### src/rtl/axi_lite_arbiter_2to1.sv
// Two-master to one-slave AXI4-lite arbiter: one transaction in flight, round-robin grant, write before read.
// One cycle of arbitration in IDLE; all handshakes pass straight through to the granted master, the other master waits.
module axi_lite_arbiter_2to1 #(
  parameter int ADDR_W = 32,
  parameter int DATA_W = 32,
  parameter int STRB_W = DATA_W/8
) (
  input  logic              ACLK,
  input  logic              ARESETn,
  // master 0 (core data port)
  input  logic              m0_awvalid,
  input  logic [ADDR_W-1:0] m0_awaddr,
  input  logic [2:0]        m0_awprot,
  output logic              m0_awready,
  input  logic              m0_wvalid,
  input  logic [DATA_W-1:0] m0_wdata,
  input  logic [STRB_W-1:0] m0_wstrb,
  output logic              m0_wready,
  output logic              m0_bvalid,
  output logic [1:0]        m0_bresp,
  input  logic              m0_bready,
  input  logic              m0_arvalid,
  input  logic [ADDR_W-1:0] m0_araddr,
  input  logic [2:0]        m0_arprot,
  output logic              m0_arready,
  output logic              m0_rvalid,
  output logic [DATA_W-1:0] m0_rdata,
  output logic [1:0]        m0_rresp,
  input  logic              m0_rready,
  // master 1 (debug / DMA port)
  input  logic              m1_awvalid,
  input  logic [ADDR_W-1:0] m1_awaddr,
  input  logic [2:0]        m1_awprot,
  output logic              m1_awready,
  input  logic              m1_wvalid,
  input  logic [DATA_W-1:0] m1_wdata,
  input  logic [STRB_W-1:0] m1_wstrb,
  output logic              m1_wready,
  output logic              m1_bvalid,
  output logic [1:0]        m1_bresp,
  input  logic              m1_bready,
  input  logic              m1_arvalid,
  input  logic [ADDR_W-1:0] m1_araddr,
  input  logic [2:0]        m1_arprot,
  output logic              m1_arready,
  output logic              m1_rvalid,
  output logic [DATA_W-1:0] m1_rdata,
  output logic [1:0]        m1_rresp,
  input  logic              m1_rready,
  // shared slave
  output logic              s_awvalid,
  output logic [ADDR_W-1:0] s_awaddr,
  output logic [2:0]        s_awprot,
  input  logic              s_awready,
  output logic              s_wvalid,
  output logic [DATA_W-1:0] s_wdata,
  output logic [STRB_W-1:0] s_wstrb,
  input  logic              s_wready,
  input  logic              s_bvalid,
  input  logic [1:0]        s_bresp,
  output logic              s_bready,
  output logic              s_arvalid,
  output logic [ADDR_W-1:0] s_araddr,
  output logic [2:0]        s_arprot,
  input  logic              s_arready,
  input  logic              s_rvalid,
  input  logic [DATA_W-1:0] s_rdata,
  input  logic [1:0]        s_rresp,
  output logic              s_rready,
  // status
  output logic              grant_id,
  output logic              busy
);

  typedef enum logic [2:0] {
    IDLE    = 3'd0,
    WR_REQ  = 3'd1,
    WR_RESP = 3'd2,
    RD_REQ  = 3'd3,
    RD_RESP = 3'd4
  } state_t;

  state_t state, state_nxt;
  logic   grant_nxt, prio, prio_nxt;
  logic   aw_done, aw_done_nxt, w_done, w_done_nxt;
  logic   req0, req1, pick, aw_hs, w_hs;

  // granted master's request-side signals
  logic              sel_awvalid, sel_wvalid, sel_bready, sel_arvalid, sel_rready;
  logic [ADDR_W-1:0] sel_awaddr, sel_araddr;
  logic [2:0]        sel_awprot, sel_arprot;
  logic [DATA_W-1:0] sel_wdata;
  logic [STRB_W-1:0] sel_wstrb;

  // response-side signals destined for the granted master
  logic              g_awready, g_wready, g_bvalid, g_arready, g_rvalid;
  logic [1:0]        g_bresp, g_rresp;
  logic [DATA_W-1:0] g_rdata;

  assign req0 = m0_awvalid | m0_arvalid;
  assign req1 = m1_awvalid | m1_arvalid;

  assign sel_awvalid = grant_id ? m1_awvalid : m0_awvalid;
  assign sel_awaddr  = grant_id ? m1_awaddr  : m0_awaddr;
  assign sel_awprot  = grant_id ? m1_awprot  : m0_awprot;
  assign sel_wvalid  = grant_id ? m1_wvalid  : m0_wvalid;
  assign sel_wdata   = grant_id ? m1_wdata   : m0_wdata;
  assign sel_wstrb   = grant_id ? m1_wstrb   : m0_wstrb;
  assign sel_bready  = grant_id ? m1_bready  : m0_bready;
  assign sel_arvalid = grant_id ? m1_arvalid : m0_arvalid;
  assign sel_araddr  = grant_id ? m1_araddr  : m0_araddr;
  assign sel_arprot  = grant_id ? m1_arprot  : m0_arprot;
  assign sel_rready  = grant_id ? m1_rready  : m0_rready;

  assign busy = (state != IDLE);

  always_ff @(posedge ACLK) begin
    if (!ARESETn) begin
      state    <= IDLE;
      grant_id <= 1'b0;
      prio     <= 1'b0;
      aw_done  <= 1'b0;
      w_done   <= 1'b0;
    end else begin
      state    <= state_nxt;
      grant_id <= grant_nxt;
      prio     <= prio_nxt;
      aw_done  <= aw_done_nxt;
      w_done   <= w_done_nxt;
    end
  end

  always_comb begin
    state_nxt   = state;
    grant_nxt   = grant_id;
    prio_nxt    = prio;
    aw_done_nxt = aw_done;
    w_done_nxt  = w_done;
    pick        = 1'b0;
    aw_hs       = 1'b0;
    w_hs        = 1'b0;
    s_awvalid   = 1'b0;
    s_awaddr    = '0;
    s_awprot    = '0;
    s_wvalid    = 1'b0;
    s_wdata     = '0;
    s_wstrb     = '0;
    s_bready    = 1'b0;
    s_arvalid   = 1'b0;
    s_araddr    = '0;
    s_arprot    = '0;
    s_rready    = 1'b0;
    g_awready   = 1'b0;
    g_wready    = 1'b0;
    g_bvalid    = 1'b0;
    g_bresp     = '0;
    g_arready   = 1'b0;
    g_rvalid    = 1'b0;
    g_rdata     = '0;
    g_rresp     = '0;

    case (state)
      IDLE: begin
        if (req0 | req1) begin
          pick      = (req0 & req1) ? prio : req1;
          grant_nxt = pick;
          state_nxt = (pick ? m1_awvalid : m0_awvalid) ? WR_REQ : RD_REQ;
        end
      end

      WR_REQ: begin
        s_awvalid = sel_awvalid & ~aw_done;
        s_awaddr  = sel_awaddr;
        s_awprot  = sel_awprot;
        s_wvalid  = sel_wvalid & ~w_done;
        s_wdata   = sel_wdata;
        s_wstrb   = sel_wstrb;
        g_awready = s_awready & ~aw_done;
        g_wready  = s_wready & ~w_done;
        aw_hs     = s_awvalid & s_awready;
        w_hs      = s_wvalid & s_wready;
        // AW and W may finish in either order or together
        if ((aw_done | aw_hs) & (w_done | w_hs)) begin
          state_nxt   = WR_RESP;
          aw_done_nxt = 1'b0;
          w_done_nxt  = 1'b0;
        end else begin
          aw_done_nxt = aw_done | aw_hs;
          w_done_nxt  = w_done | w_hs;
        end
      end

      WR_RESP: begin
        s_bready = sel_bready;
        g_bvalid = s_bvalid;
        g_bresp  = s_bresp;
        if (s_bvalid & sel_bready) begin
          state_nxt = IDLE;
          prio_nxt  = ~grant_id;
        end
      end

      RD_REQ: begin
        s_arvalid = sel_arvalid;
        s_araddr  = sel_araddr;
        s_arprot  = sel_arprot;
        g_arready = s_arready;
        if (sel_arvalid & s_arready) state_nxt = RD_RESP;
      end

      RD_RESP: begin
        s_rready = sel_rready;
        g_rvalid = s_rvalid;
        g_rdata  = s_rdata;
        g_rresp  = s_rresp;
        if (s_rvalid & sel_rready) begin
          state_nxt = IDLE;
          prio_nxt  = ~grant_id;
        end
      end

      default: state_nxt = IDLE;
    endcase
  end

  // the non-granted master only ever sees zeros
  assign m0_awready = g_awready & ~grant_id;
  assign m1_awready = g_awready &  grant_id;
  assign m0_wready  = g_wready  & ~grant_id;
  assign m1_wready  = g_wready  &  grant_id;
  assign m0_bvalid  = g_bvalid  & ~grant_id;
  assign m1_bvalid  = g_bvalid  &  grant_id;
  assign m0_bresp   = grant_id ? 2'b00 : g_bresp;
  assign m1_bresp   = grant_id ? g_bresp : 2'b00;
  assign m0_arready = g_arready & ~grant_id;
  assign m1_arready = g_arready &  grant_id;
  assign m0_rvalid  = g_rvalid  & ~grant_id;
  assign m1_rvalid  = g_rvalid  &  grant_id;
  assign m0_rdata   = grant_id ? '0 : g_rdata;
  assign m1_rdata   = grant_id ? g_rdata : '0;
  assign m0_rresp   = grant_id ? 2'b00 : g_rresp;
  assign m1_rresp   = grant_id ? g_rresp : 2'b00;

endmodule

### config.mk
export PLATFORM = sky130hd
export DESIGN_NAME = axi_lite_arbiter_2to1
export DESIGN_NICKNAME = d
export VERILOG_FILES = /design/src/rtl/axi_lite_arbiter_2to1.sv
export SDC_FILE = /design/constraint.sdc
export NUM_CORES = 1
export LEC_CHECK = 0
export ABC_AREA = 0
export ABC_CLOCK_PERIOD_IN_PS = 1850
export CORE_AREA = 10 10 172 174
export CTS_BUF_LIST = sky130_fd_sc_hd__clkbuf_2 sky130_fd_sc_hd__clkbuf_4 sky130_fd_sc_hd__clkbuf_8
export DETAILED_ROUTE_END_ITERATION = 12
export DIE_AREA = 0 0 182 184
export HOLD_SLACK_MARGIN = 0.06
export PLACE_DENSITY = 0.5
export REMOVE_ABC_BUFFERS = 1
export SYNTH_ARGS = -nofsm -noshare
export SYNTH_HDL_FRONTEND = slang
export SYNTH_SLANG_ARGS = --single-unit
### constraint.sdc
create_clock -name ACLK -period 1.85 [get_ports ACLK]
set_clock_uncertainty 0.1 [all_clocks]
set_input_delay 0.185 -clock ACLK [delete_from_list [all_inputs] [get_ports ACLK]]
set_output_delay 0.185 -clock ACLK [all_outputs]
set_load 0.03 [all_outputs]
Word-level counts from Yosys, hierarchy flattened
Cells that the tools add are included.
{"block": "op_classes", "div_mod_pow": 0, "shift": 0, "n_reduce_logical": 6, "eq_ne": 9, "n_addsub": 0, "bitwise_logic": 29, "n_lt_le_gt_ge": 0, "multipliers": 0, "mux": 50}
{"cell": "two-way mux 32 bit", "n": 9}
{"cell": "two-way mux 3 bit", "n": 9}
{"cell": "bitwise AND 1 bit", "n": 21}
{"cell": "two-way mux 1 bit", "n": 21}
{"cell": "case mux 3 bit (5 select lines)", "n": 1}
{"cell": "two-way mux 2 bit", "n": 7}
{"cell": "!= test 2 bit, second input constant", "n": 5}
{"cell": "two-way mux 4 bit", "n": 2}
{"cell": "== test 3 x 2 -> 1 bit, second input constant", "n": 2}
{"cell": "bitwise OR 1 bit", "n": 5}
{"cell": "AND reduction 5 bit", "n": 1}
{"cell": "== test 3 x 1 -> 1 bit, second input constant", "n": 1}
{"cell": "== test 3 bit, second input constant", "n": 1}
{"cell": "logical NOT 3 bit", "n": 1}
{"cell": "NOT 1 bit", "n": 3}
{"cell": "AND reduction 3 bit", "n": 1}
{"cell": "nonzero test 3 bit", "n": 1}
{"cell": "case mux 1 bit (2 select lines)", "n": 1}
{"cell": "AND reduction 2 bit", "n": 1}
{"cell": "nonzero test 2 bit", "n": 1}
{"block": "totals", "elab_cells": 99, "ram_bits": 0, "rom_bits": 0, "memories": 0, "input_bits": 265, "regBits": 7, "latch_bits": 0}

Logic depth before layout (Yosys ltp)
Gate-level depths: netlist (run 1).
{"block": "logic_depth", "word_depth": 7, "ltp_mapped": 7, "mapped_depth_nobuf": 5}

Least setup slack after synthesis (run 1)
OpenSTA, ideal clock, no wires.
{"block": "synth_path", "path_type": "register -> output", "startpoint": "register state[0]", "endpoint": "output m0_awready", "required_time_ns": 1.565, "t_arrival_ns": 2.048, "path_stages_with_launch": 5, "setup_slack_ns": -0.483, "path_cell_list": "dfxtp_1 -> or3b_1 -> clkbuf_1 -> clkbuf_1 -> nor4_1"}
{"block": "synth_between", "elab_chain_len": 3}
{"element": "start: declaration", "line": "83", "rtl": "state_t state, state_nxt;"}
{"element": "start signal: assignment", "line": "125", "rtl": "state <= state_nxt;"}
{"element": "== test 3 x 1 -> 1 bit", "line": "162", "rtl": "case (state)"}
{"element": "two-way mux 1 bit", "line": "162"}
{"element": "bitwise AND 1 bit", "line": "227", "rtl": "assign m0_awready = g_awready & ~grant_id;"}
{"element": "end: declaration", "line": "14", "rtl": "output logic m0_awready,"}
Every way passes these cells.

Worst setup path after layout (run 1)
{"block": "layout_path", "startpoint": "register state[1]", "endpoint": "output m1_wready"}
{"block": "layout_between", "elab_chain_len": 3}
{"element": "== test 3 x 1 -> 1 bit", "line": "162"}
{"element": "two-way mux 1 bit", "line": "162"}
{"element": "bitwise AND 1 bit", "line": "230", "rtl": "assign m1_wready = g_wready & grant_id;"}
{"element": "end: declaration", "line": "38", "rtl": "output logic m1_wready,"}
Every way passes these cells.

==> results of run 1 <==
-- power groups by stage --
stage                     Combinational [uW]  Sequential [uW]  Clock, uW
after floorplan                         2840              467          0
after global placement                  6030              274          0
after detailed placement                6030              273          0
after CTS                               6460              267        237
after global routing                    7290              275        247
final                                   6910              267        227
-- repair_timing --
action	CTS	global route
gates resized for setup	125	91
cloned	1	3
endpoints found under the setup margin	160	180
buffers inserted	10	18
pin swaps	6	4
-- cell type report --
class	count	area, um^2	area share [%]
Timing Repair Buffer	531	5817	63.17
Multi-Input combinational cell	346	2745	29.81
Tap cell	335	419.2	4.552
Sequential cell	7	147.6	1.603
Clock buffer	4	48.80	0.5300
Inverter	8	30.03	0.3261
-- sequential cells by signal, indices dropped and copies added, names as in the netlist --
register  count
w_done        1
aw_done       1
prio          1
grant_id      1
state         3
-- worst min-delay path: stages (launching register included) --
cell                       delay (ps)
sky130_fd_sc_hd__dfxtp_1          340
sky130_fd_sc_hd__nor2_1           110
sky130_fd_sc_hd__a211oi_1          50
-- cell usage in the layout, fill, tap and decap left out, types with 4 or more instances in the layout --
master,instances
sky130_fd_sc_hd__nor3_2,5
sky130_fd_sc_hd__mux2i_4,4
sky130_fd_sc_hd__mux2i_1,97
sky130_fd_sc_hd__and3_1,4
sky130_fd_sc_hd__nor2_4,16
sky130_fd_sc_hd__buf_4,111
sky130_fd_sc_hd__and2_4,11
sky130_fd_sc_hd__and2_1,57
sky130_fd_sc_hd__a21oi_1,6
sky130_fd_sc_hd__nor2_2,35
sky130_fd_sc_hd__nor2_1,68
sky130_fd_sc_hd__inv_1,8
sky130_fd_sc_hd__buf_6,93
sky130_fd_sc_hd__clkdlybuf4s50_1,264
sky130_fd_sc_hd__buf_12,56
sky130_fd_sc_hd__mux2i_2,10
-- cells in the mapped netlist --
| cell type | count |
|---|---|
| sky130_fd_sc_hd__mux2i_1 | 111 |
| sky130_fd_sc_hd__a211oi_1 | 2 |
| sky130_fd_sc_hd__nor2_2 | 2 |
| sky130_fd_sc_hd__a21oi_2 | 1 |
| sky130_fd_sc_hd__nor2_1 | 117 |
| sky130_fd_sc_hd__nor3_1 | 9 |
| sky130_fd_sc_hd__a21oi_1 | 6 |
| sky130_fd_sc_hd__o21ai_0 | 2 |
| sky130_fd_sc_hd__inv_1 | 8 |
| sky130_fd_sc_hd__or3b_1 | 2 |
| sky130_fd_sc_hd__buf_4 | 2 |
| sky130_fd_sc_hd__o21ba_4 | 1 |
| sky130_fd_sc_hd__o21bai_1 | 1 |
| sky130_fd_sc_hd__and3b_1 | 1 |
| sky130_fd_sc_hd__and2_1 | 68 |
| sky130_fd_sc_hd__nor3b_1 | 3 |
| sky130_fd_sc_hd__nand3b_1 | 1 |
| sky130_fd_sc_hd__and3_1 | 4 |
| sky130_fd_sc_hd__clkbuf_1 | 24 |
| sky130_fd_sc_hd__o21ba_2 | 2 |
| sky130_fd_sc_hd__nand2_1 | 3 |
| sky130_fd_sc_hd__buf_2 | 8 |
| sky130_fd_sc_hd__dfxtp_1 | 7 |
| sky130_fd_sc_hd__o21a_1 | 2 |
| sky130_fd_sc_hd__nor4_1 | 5 |
| sky130_fd_sc_hd__o221ai_1 | 1 |
| sky130_fd_sc_hd__a2111oi_4 | 1 |
| sky130_fd_sc_hd__a311oi_1 | 1 |
-- logic make-up (layout without fill, tap and decap cells) --
family	after synthesis	after routing	share of synthesized area [%]
AND/OR/NAND/NOR	215	215	39.62
multiplexers	111	111	42.09
buffers and inverters	42	543	6.635
AO/OA/AOI/OAI	20	20	6.351
flip-flops	7	7	5.308
-- worst paths after layout --
| kind | startpoint | endpoint | slack (ps) | cells after the start |
|---|---|---|---|---|
| hold reg to reg | prio | prio | 450 | 2 |
| hold / removal | prio | prio | 450 | 2 |
| setup reg to reg | grant_id | state[1] | 0 | 6 |
| setup / recovery | state[1] | m1_wready | -110 | 5 |
-- metal layers --
layer | wire length [um] | part of all wire (%) | global-route usage (%) | vias up
li1 | - | - | - | 2332
met1 | 8555 | 35 | 12.56 | 2099
met2 | 12780 | 53 | 24.46 | 272
met3 | 2738 | 11 | 6.102 | 4
met4 | 64 | 0.27 | 0.9762 | 0
met5 | 0 | 0 | 0 | -
-- through the flow --
| step | util (%) | setup WS (ps) | cells | hold slack, ps |
|---|---|---|---|---|
| 2_1_floorplan | - | -4553 | 361 | 279.8 |
| 5_1_grt | 35.54 | -165.2 | 1231 | 477.4 |
| 6_report | 35.54 | -105.4 | 1231 | 454.5 |
| 3_5_place_dp | 30.96 | -220.8 | 1196 | 449.9 |
| 3_3_place_gp | 30.96 | -172.4 | 1196 | 470.2 |
| 4_1_cts | 33.29 | -140.2 | 1210 | 454.8 |
==> flow_results.org, run 1 <==
** Timing
- Setup-failing EPs final :: 116
- Total negative setup slack :: -4161 ps
- Once routing completed, OpenROAD measured the worst setup slack at -105.4 ps.
- Minimum clock period after layout :: 1955 ps
- Worst max-slew margin expressed relative to the limit :: 78.45%
- Maximum clock rate :: 511.4 MHz
- Worst-margin pin slew :: 314.3 ps
- Number of hold-slack violations in the final timing report :: 0
- The final critical path takes up 105.7% of the cycle.
- Unrepaired setup endpoints after global routing :: true
- Max-slew violation total from the final report :: 0

** Pwr
- Sw Pwr :: 3679 uW
- In this run, the combinational gates consume 93.3% of the power.
- Clock power share :: 3.1%
- The worst-case IR drop observed on VDD is 0.5532 mV.
- In this run the power density over the cells is 803.8 mW/mm^2.
- The internal power of the cells totals 3722 uW.
- Total Power Consumption :: 7401 uW
- Flop pwr share :: 3.6%
- Reported leakage power :: 0.003679 uW
- Net switching is 49.71% of the power.

** Flow run
- Max-cap violations in this run came to 0.

** Clock tree
- TritonCTS built the clock tree.
- Clock-pin slew was measured on the worst setup and hold paths at 40 ps.
- Clock tree synthesis inserted a total of 3 buffers.
- The clock reaches the later pin of the worst-skew pair after 230 ps.
- For this design, the sink count on the clock tree is 7.
- Root buffer cell :: sky130_fd_sc_hd__clkbuf_8
- Counting along the longest clock path gives a buffer depth of 2.
- Hold Buf Count CTS :: 0
- H-Tree Depth :: 1

** Floorplanning
- The die is 182 um wide.
- Core box area :: 0.02591 mm^2
- For this configuration, the core starts out at a cell density of 10.19%.
- The die covers 0.03349 mm^2.
- 460 I/O pins were placed.
- From bottom edge to top edge, the die measures 184 um.
- The floorplan has 59 rows.

** Setup path
- Largest stage delay on the critical path :: 470 ps
- Traced cell by cell, the critical path runs through or3b_4 -> buf_12 -> nor4_2 -> buf_4 -> buf_12.
- Critical path fanouts, max :: 27
- Category of the most critical setup path :: reg2out
- Broken down by cell family, the worst path's largest delay share belongs to simple AND/OR/NAND/NOR gates.
- The worst setup path is launched from a flop.
- CP endpoint kind :: output port
- Required time at the endpoint of the critical path :: 1560 ps
- Most frequent CP cell :: sky130_fd_sc_hd__buf_12
- Number of buffers and inverters on the critical path :: 3
- Among all stages on the critical path, the largest delay is contributed by sky130_fd_sc_hd__or3b_4.
- Critical Path AT :: 1670 ps

** Finish
- Final Net Count :: 1162
- Antenna diodes :: 0
- Area Growth Syn to Fin :: 248.8%
- The finished cells cover 0.009208 mm^2.
- In the final layout, the share of cells above drive strength 1 is 41.41%.
- Fillers :: 2701

** Synth
- The synthesized netlist occupies a cell area of 0.002640 mm^2.
- Largest cells by area after synthesis :: sky130_fd_sc_hd__mux2i_1 (42%), sky130_fd_sc_hd__nor2_1 (17%), sky130_fd_sc_hd__and2_1 (16%)
- The netlist uses 28 different library cells.
- Post-synth top area share :: 42.09%
- After technology mapping, the gate count stands at 395.
- Yosys printed 0 warnings.
- Number of flip-flops and latches in the synthesized netlist :: 7
- Syn Area/Cell :: 6.684 um^2
- The largest total area in the synthesized netlist belongs to sky130_fd_sc_hd__mux2i_1.
- Register area share after synthesis :: 5.308%

** Outcome
- The run finished, with violations left.
- The final reports fail on setup timing.

** Route
- Drt first-iter violations :: 82
- DR vias/cell :: 3.824
- Total DRC errors in the routed layout :: 0
- Detailed routing inserted a total of 4707 vias.
- Detailed-route wire length per cell :: 19.61 um
- Wires add up to 24.14 mm.
- Once detail routing completed, the nets flagged for antenna violations numbered 0.
- Number of optimization iterations in the first detailed-route pass :: 4

** Global route
- The initial antenna violation count came to 0.
- In the global route stage, overall resource usage came out at 12.73%.
- Entering global routing, the biggest net connects 44 pins.
- Via count of the first global-routing pass :: 4889
- Overflow left after global routing :: 0
- The first global-routing pass estimated 32.89 mm of wire.

** Placement
- Instance area at placement :: 0.008023 mm^2
- After legalization and detailed placement, the total HPWL measured 20.68 mm.
- Count of port buffers added during placement :: 459
- RD Place Congestion :: 0.7675

** Min path
- Class of the most critical hold timing path :: reg2reg
Power figures use the tool's default switching activity.
==> run 2: changes to the inputs <==
Settings changed: SLEW_MARGIN set to 5.
==> results of run 2 <==
The final DEF is identical to that of run 1; final timing and power are the same.
